## src/rtl/seq_alu.sv

```systemverilog
// Registered ALU with a multi-cycle shift-add multiplier and restoring divider.
// Define SEQ_ALU_DIV_EN to build the divider; otherwise divu (1100) reports an illegal opcode.
module seq_alu #(
  parameter int n = 16
) (
  input  logic         clk,
  input  logic         reset,
  input  logic         start,
  input  logic [3:0]   alucontrol,
  input  logic [n-1:0] srcA,
  input  logic [n-1:0] srcB,
  output logic [n-1:0] out,
  output logic [n-1:0] hi,
  output logic         zero,
  output logic         busy,
  output logic         done,
  output logic         err,
  output logic [1:0]   dbg_state
);
  localparam int MUL_CYCLES = n;
  localparam int SW = $clog2(n);
  localparam int CW = $clog2(n) + 1;

  localparam logic [3:0] OP_AND  = 4'b0000;
  localparam logic [3:0] OP_OR   = 4'b0001;
  localparam logic [3:0] OP_ADD  = 4'b0010;
  localparam logic [3:0] OP_SLL  = 4'b0011;
  localparam logic [3:0] OP_MULU = 4'b0100;
  localparam logic [3:0] OP_NOR  = 4'b0101;
  localparam logic [3:0] OP_SUB  = 4'b0110;
  localparam logic [3:0] OP_SLT  = 4'b0111;
  localparam logic [3:0] OP_SRL  = 4'b1000;
  localparam logic [3:0] OP_SRA  = 4'b1001;
  localparam logic [3:0] OP_XOR  = 4'b1010;
  localparam logic [3:0] OP_SLTU = 4'b1011;
`ifdef SEQ_ALU_DIV_EN
  localparam logic [3:0] OP_DIVU = 4'b1100;
`endif

  typedef enum logic [1:0] {
    S_IDLE = 2'd0,
    S_MUL  = 2'd1,
    S_DONE = 2'd2
`ifdef SEQ_ALU_DIV_EN
    , S_DIV = 2'd3
`endif
  } state_t;

  // Handshake: start is taken only in IDLE or DONE (busy=0); done pulses for
  // exactly one cycle when out/hi/zero/err take a new result.
  state_t         state_q, state_d;
  logic [n-1:0]   out_q, out_d, hi_q, hi_d;
  logic           zero_q, zero_d, err_q, err_d;
  logic [2*n-1:0] prod_q, prod_d;
  logic [n-1:0]   opnd_q, opnd_d;
  logic [CW-1:0]  cnt_q, cnt_d;

  logic [n-1:0]   alu_res;
  logic           alu_ill;
  logic [SW-1:0]  shamt;
  logic [n:0]     mul_sum;
  logic [2*n-1:0] mul_nx;

  assign shamt = srcB[SW-1:0];

  always_comb begin
    alu_res = '0;
    alu_ill = 1'b0;
    case (alucontrol)
      OP_AND:  alu_res = srcA & srcB;
      OP_OR:   alu_res = srcA | srcB;
      OP_ADD:  alu_res = srcA + srcB;
      OP_SLL:  alu_res = srcA << shamt;
      OP_NOR:  alu_res = ~(srcA | srcB);
      OP_SUB:  alu_res = srcA - srcB;
      OP_SLT:  alu_res = {{(n-1){1'b0}}, ($signed(srcA) < $signed(srcB))};
      OP_SRL:  alu_res = srcA >> shamt;
      OP_SRA:  alu_res = $signed(srcA) >>> shamt;
      OP_XOR:  alu_res = srcA ^ srcB;
      OP_SLTU: alu_res = {{(n-1){1'b0}}, (srcA < srcB)};
      default: alu_ill = 1'b1;
    endcase
  end

  // prod_q holds {partial product, remaining multiplier bits}.
  always_comb begin
    mul_sum = {1'b0, prod_q[2*n-1:n]} + (prod_q[0] ? {1'b0, opnd_q} : '0);
    mul_nx  = {mul_sum, prod_q[n-1:1]};
  end

`ifdef SEQ_ALU_DIV_EN
  logic [n:0]     rem_ext, rem_diff;
  logic [2*n-1:0] div_nx;
  // prod_q holds {partial remainder, dividend bits shifting into quotient}.
  always_comb begin
    rem_ext  = prod_q[2*n-1:n-1];
    rem_diff = rem_ext - {1'b0, opnd_q};
    if (!rem_diff[n]) div_nx = {rem_diff[n-1:0], prod_q[n-2:0], 1'b1};
    else              div_nx = {rem_ext[n-1:0],  prod_q[n-2:0], 1'b0};
  end
`endif

  always_comb begin
    state_d = state_q;
    out_d   = out_q;
    hi_d    = hi_q;
    err_d   = err_q;
    prod_d  = prod_q;
    opnd_d  = opnd_q;
    cnt_d   = cnt_q;
    case (state_q)
      S_IDLE, S_DONE: begin
        state_d = S_IDLE;
        if (start) begin
          cnt_d = '0;
          if (alucontrol == OP_MULU) begin
            state_d = S_MUL;
            opnd_d  = srcA;
            prod_d  = {{n{1'b0}}, srcB};
`ifdef SEQ_ALU_DIV_EN
          end else if (alucontrol == OP_DIVU) begin
            if (srcB == '0) begin
              state_d = S_DONE;
              out_d   = '1;
              hi_d    = srcA;
              err_d   = 1'b1;
            end else begin
              state_d = S_DIV;
              opnd_d  = srcB;
              prod_d  = {{n{1'b0}}, srcA};
            end
`endif
          end else begin
            state_d = S_DONE;
            out_d   = alu_res;
            hi_d    = '0;
            err_d   = alu_ill;
          end
        end
      end
      S_MUL: begin
        prod_d = mul_nx;
        cnt_d  = cnt_q + CW'(1);
        if (cnt_q == CW'(MUL_CYCLES - 1)) begin
          state_d = S_DONE;
          out_d   = mul_nx[n-1:0];
          hi_d    = mul_nx[2*n-1:n];
          err_d   = 1'b0;
        end
      end
`ifdef SEQ_ALU_DIV_EN
      S_DIV: begin
        prod_d = div_nx;
        cnt_d  = cnt_q + CW'(1);
        if (cnt_q == CW'(MUL_CYCLES - 1)) begin
          state_d = S_DONE;
          out_d   = div_nx[n-1:0];
          hi_d    = div_nx[2*n-1:n];
          err_d   = 1'b0;
        end
      end
`endif
      default: state_d = S_IDLE;
    endcase
    zero_d = (out_d == '0);
  end

  always_ff @(posedge clk) begin
    if (reset) begin
      state_q <= S_IDLE;
      out_q   <= '0;
      hi_q    <= '0;
      zero_q  <= 1'b1;
      err_q   <= 1'b0;
      prod_q  <= '0;
      opnd_q  <= '0;
      cnt_q   <= '0;
    end else begin
      state_q <= state_d;
      out_q   <= out_d;
      hi_q    <= hi_d;
      zero_q  <= zero_d;
      err_q   <= err_d;
      prod_q  <= prod_d;
      opnd_q  <= opnd_d;
      cnt_q   <= cnt_d;
    end
  end

  assign out       = out_q;
  assign hi        = hi_q;
  assign zero      = zero_q;
  assign err       = err_q;
  assign done      = (state_q == S_DONE);
`ifdef SEQ_ALU_DIV_EN
  assign busy      = (state_q == S_MUL) || (state_q == S_DIV);
`else
  assign busy      = (state_q == S_MUL);
`endif
  assign dbg_state = state_q;
endmodule

```

## config.mk

```make
export PLATFORM = sky130hd
export DESIGN_NAME = seq_alu
export DESIGN_NICKNAME = d
export VERILOG_FILES = /design/src/rtl/seq_alu.sv
export SDC_FILE = /design/constraint.sdc
export NUM_CORES = 1
export LEC_CHECK = 0
export ABC_AREA = 1
export CORE_ASPECT_RATIO = 0.8
export CORE_MARGIN = 10
export CORE_UTILIZATION = 45
export CTS_CLUSTER_SIZE = 10
export DETAILED_ROUTE_END_ITERATION = 12
export PLACE_DENSITY = 0.71
export REMOVE_ABC_BUFFERS = 1
export SETUP_SLACK_MARGIN = 0.2
export SLEW_MARGIN = 10
export SYNTH_ARGS = -nofsm -noshare
export SYNTH_HDL_FRONTEND = slang
export SYNTH_SLANG_ARGS = --single-unit
```

## constraint.sdc

```tcl
create_clock -name clk -period 2.4 [get_ports clk]
set_clock_uncertainty 0.2 [all_clocks]
set_input_delay 0.36 -clock clk [delete_from_list [all_inputs] [get_ports clk]]
set_output_delay 0.36 -clock clk [all_outputs]
set_load 0.1 [all_outputs]
```

* Yosys cells after proc, flatten, opt, wreduce, memory -nomap -nowiden
Index checks and enable logic that the tools add are counted.
** Storage, ports and cells
- Register bits after elaboration :: 89
- Input bits :: 39
- Output and inout bits :: 38
** Operators by class
- $add $sub $neg :: 4
- Magnitude comparators :: 2
- Equality and inequality tests :: 18
- Shift-type cells :: 3
- Muxes and demuxes :: 24
- Bitwise logic cells :: 4
- Reductions and logical operators :: 10
** Operators by type and width (number)
- $pmux W16 S11 :: 1
- $mux W16 :: 7
- $mux W32 :: 2
- $pmux W16 S2 :: 2
- $pmux W32 S2 :: 1
- $lt A16 B16 Y1 :: 2
- $add A16 B16 Y17 :: 1
- $add A16 B16 Y16 :: 1
- $and A16 B16 Y16 :: 1
- $eq A4 B3 Y1 const B :: 4
- $eq A4 B4 Y1 const B :: 4
- $logic_not A16 Y1 :: 1
- $not A16 Y16 :: 1
- $or A16 B16 Y16 :: 1
- $shl A16 B4 Y16 :: 1
- $shr A16 B4 Y16 :: 1
- $sshr A16 B4 Y16 :: 1
- $sub A16 B16 Y16 :: 1
- $xor A16 B16 Y16 :: 1
- $reduce_or A11 Y1 :: 1
- $pmux W5 S2 :: 1
- $eq A4 B2 Y1 const B :: 2
- $mux W2 :: 3
- $ne A2 B2 Y1 const B :: 3
- other kinds (17) :: 21

* Longest topological paths before layout
- Depth after elaboration :: 7
- Mapped depth :: 21

* Worst setup path before layout
OpenSTA, ideal clock, no wires.
- Kind :: flip-flop to flip-flop
- Start point :: reg state_q[0], in the netlist dbg_state[0]
- End point :: reg hi_q[1], in the netlist hi[1]
- Setup time :: 0.071 ns
- Arrival :: 3.150 ns
- Slack :: -1.021 ns
- Cell stages (with the launch flop) :: 9
- Buffers on the path :: 2
- Period minus slack after synthesis :: 3.421 ns
- Cells stage by stage :: dfxtp_1 > inv_1 > nor2_1 > clkbuf_1 > clkbuf_1 > o21ai_0 > a21oi_1 > inv_1 > a21oi_1
** Between the ends
- Elaborated cells on any way between the ends :: 10
- Those cells by class :: 5 x eq/ne; 1 x mux; 4 x reduce/logical
** RTL lines
- from (decl) :: line 51 : state_t state_q, state_d;
- from (signal assigned) :: line 179 : state_q <= state_d;
- $eq A2 B1 Y1 (*)
- via busy :: line 15 : output logic busy,
- $ne A2 B1 Y1 (no line) or $reduce_bool A2 Y1 (tied branches)
- $reduce_and A4 Y1 (no line)
- to (signal assigned) :: line 181 : hi_q <= hi_d;
- to (decl) :: line 52 : logic [n-1:0] out_q, out_d, hi_q, hi_d;
The timed path passes the listed nets; every way through them passes the cells marked *.
A chain may end at the register's enable or synchronous reset.

* Final worst setup path
- Start point :: reg prod_q[0]
- End point :: reg prod_q[29]
** Between the ends
- Word-level cells in the longest chain between the ends :: 3
** Ends and longest elaborated chain
- from (decl) :: line 54 : logic [2*n-1:0] prod_q, prod_d;
- from (signal assigned) :: line 184 : prod_q <= prod_d;
- $mux W16 :: line 87 : mul_sum = {1'b0, prod_q[2*n-1:n]} + (prod_q[0] ? {1'b0, opnd_q} : '0);
- $add A16 B16 Y17 :: line 87
- $pmux W32 S2 :: line 111 : case (state_q)
Every way passes these cells.

==> results.sh <==
export IMPL_synth_top_cell_area_share=0.214
export IMPL_h_tree_depth=3
export IMPL_drive_gt1_frac=0.383
export IMPL_grt_usage=0.309
export IMPL_clk_pin_slew_ns=0.06
export IMPL_tightestPinTransition_ns=0.662
export IMPL_grt_max_degree=54
export IMPL_dr_pass1_iters=5
export IMPL_place_gp_congestion=1.04
export IMPL_io_buffers=76
export IMPL_nets=2035
export IMPL_routed_wl_um=44000
export IMPL_dieArea_mm2=0.0257
export IMPL_regArea_mm2=0.00179
export IMPL_cp_end_kind="register"
export IMPL_synth_area_leaders="nand2_1 21%, dfxtp_1 20%, nand3_1 11%"
export IMPL_syn_avg_cell_area_um2=5.66
export IMPL_p_leak_nw=6.99
export IMPL_p_int_mw=3.17
export IMPL_outcome="complete, but fails checks"
export IMPL_path_class="reg -> reg"
export IMPL_die_width_um=177
export IMPL_grt_pass1_wl_um=63500
export IMPL_rsz0062_at_grt="true"
export IMPL_overflow=0
export IMPL_syn_to_final_growth_pct=57.9
export IMPL_drtIter0Drc=1496
export IMPL_cts_tree="yes"
export IMPL_diodes=0
export IMPL_drc=0
export IMPL_layout_setup_ws_ns=-0.0434
export IMPL_wl_per_cell_um=20.2
export IMPL_slew_viol_final=0
export IMPL_core_mm2=0.0191
export IMPL_p_seq_frac=0.293
export IMPL_crit_fanout=6
export IMPL_clock_latency_ns=0.35
export IMPL_die_y_um=146
export IMPL_arrival_ns=2.52
export IMPL_stdcell_count=2184
export IMPL_first_global_vias=11146
export IMPL_async_flop_share=0
export IMPL_power_density_mw_per_mm2=382
export IMPL_ir_drop_mv=0.309
export IMPL_synth_cells=1564
export IMPL_fin_crit_sh=1.02
export IMPL_switching_share=0.406
export IMPL_vias=12469
export IMPL_dp_hpwl_um=32900
export IMPL_dp_cells=2129
export IMPL_critPathBufInv=3
export IMPL_synth_area_mm2=0.00886
export IMPL_clockBufferDepth=2
export IMPL_initial_core_util=0.463
export IMPL_synth_ff_type="dfxtp_1"
export IMPL_io_pins=77
export IMPL_cts_sinks=89
export IMPL_synth_area_leader_cell="nand2_1"
export IMPL_worst_path_max_delay_cell="dfxtp_4"
export IMPL_power_frac_clock=0.251
export IMPL_antenna_found_initial=0
export IMPL_yosysSeqAreaShare=0.201
export IMPL_yosys_cell_count_top_type="nand2_1"
export IMPL_finalPower_mw=5.34
export IMPL_required_ns=2.48
export IMPL_numCtsBuffers=9
export IMPL_synth_ff_latch_count=89
export IMPL_yosysWarningCount=0
export IMPL_hold_class="in -> reg"
export IMPL_multiInputGateArea_mm2=0.00744
export IMPL_hold_violations=0
export IMPL_p_comb_frac=0.456
export IMPL_fillers=1630
export IMPL_drv_cap=0
export IMPL_path_cells="buf_6 -> nand2_2 -> inv_2 -> ha_4 -> buf_6 -> fa_2 -> nand3_2 -> nand2_4 -> nand3_4 -> nand3_4 -> nand3_2 -> nand2_2 -> a21oi_2 -> o21ai_1 -> a21oi_1"
export IMPL_drt_vias_per_instance=5.71
export IMPL_finalSetupViolCount=6
export IMPL_violations="setup timing"
export IMPL_period_needed_ns=2.44
export IMPL_ys_types=39
export IMPL_slew_headroom=0.559
export IMPL_cp_start_kind="register"
export IMPL_rows=45
export IMPL_clockRootBuffer="clkbuf_16"
export IMPL_holdBufCountCts=0
export IMPL_ant_nets=0
export IMPL_slowest_delay_ns=0.36
export IMPL_cp_top_family="simple AND/OR/NAND/NOR gates"
export IMPL_max_freq_mhz=409
export IMPL_synth_edff_count=0
export IMPL_switchingPower_mw=2.17
export IMPL_synth_common_cells="505 x nand2_1, 201 x nand3_1, 181 x inv_1"
[final timing paths]
path,slack (ns),cells after the start,end,startpoint
max,-0.04,15,prod_q[29],prod_q[0]
min,0.20,4,opnd_q[14],srcA[14]
max reg2reg,-0.04,15,prod_q[29],prod_q[0]
min reg2reg,0.25,1,cnt_q[0],cnt_q[0]
[placed cells by master, fill, tap and decap left out, types with 10 or more instances in the layout]
cell / instances
nand2_1: 443
buf_4: 334
nand3_1: 169
inv_1: 135
nor2_1: 85
dfxtp_1: 85
a21oi_1: 79
o21ai_0: 64
nand2_2: 61
inv_2: 39
ha_1: 39
a21oi_2: 36
buf_6: 32
ha_4: 29
nor2_2: 28
nand3_2: 23
nand4_1: 20
nor2_4: 20
clkbuf_2: 17
a31oi_1: 16
buf_12: 15
o21ai_1: 14
inv_4: 11
clkbuf_16: 10
buf_2: 10
[power by group through the flow]
stage          clock network [mW]  logic, mW  registers [mW]
2_1_floorplan                   0      0.756            1.86
3_3_place_gp                    0       2.01            1.59
3_5_place_dp                    0       2.01            1.59
4_1_cts                      1.33       2.22            1.56
5_1_grt                      1.40       2.56            1.57
6_report                     1.34       2.44            1.56
[per-stage QoR]
stage               TNS, ns  hold slack (ns)   util  instance area [µm²]  setup slack, ns
floorplan           -232.34            0.229      -                 8540            -3.81
detailed placement   -28.55            0.250  0.622                11900            -1.00
finish               -0.144            0.204  0.731                14000          -0.0434
CTS                       0            0.213  0.690                13200           0.0205
global route          -1.18            0.221  0.731                14000           -0.129
global placement     -23.99            0.248  0.622                11900            -1.01
[registers in the layout, indices dropped and copies added, names as in the netlist]
| name | count |
|---|---|
| opnd_q | 16 |
| prod_q | 32 |
| zero | 1 |
| cnt_q | 5 |
| hi | 16 |
| out | 16 |
| dbg_state | 2 |
| err | 1 |
[cells by family (layout without fill, tap and decap cells)]
family	after synthesis	count (layout)	synth area share
flip-flops	89	89	0.201
adder cells (fa/ha/maj)	74	74	0.107
AND/OR/NAND/NOR	885	885	0.419
XOR/XNOR	2	2	0.00198
AO/OA/AOI/OAI	256	256	0.155
buffers and inverters	258	620	0.116
[area by class of cell]
type | instances | area share
inverter | 189 | 0.0542
multi-input combinational | 1217 | 0.532
sequential | 89 | 0.128
clock inverter | 5 | 0.00233
timing repair buffer | 416 | 0.244
tap | 258 | 0.0231
clock buffer | 10 | 0.0171
[worst min-delay path: stages]
cell	delay, ns
clkbuf_2	0.10
inv_2	0.08
buf_4	0.11
a21oi_1	0.05
[what timing repair did]
item / in CTS / in global routing
endpoints found under the setup margin: 73 / 64
setup buffers: 22 / 17
pin swaps: 85 / 120
gates cloned: 0 / 1
resized for setup: 318 / 258
[routing by layer]
metal  up-vias  global-route usage  share of wire
met5         -                   0              0
met4         0              0.0764          0.032
met3       105              0.0810           0.13
li1       5797                   -              -
met1      5796               0.458           0.43
met2       771               0.426           0.41
Power figures use the tool's default switching activity.
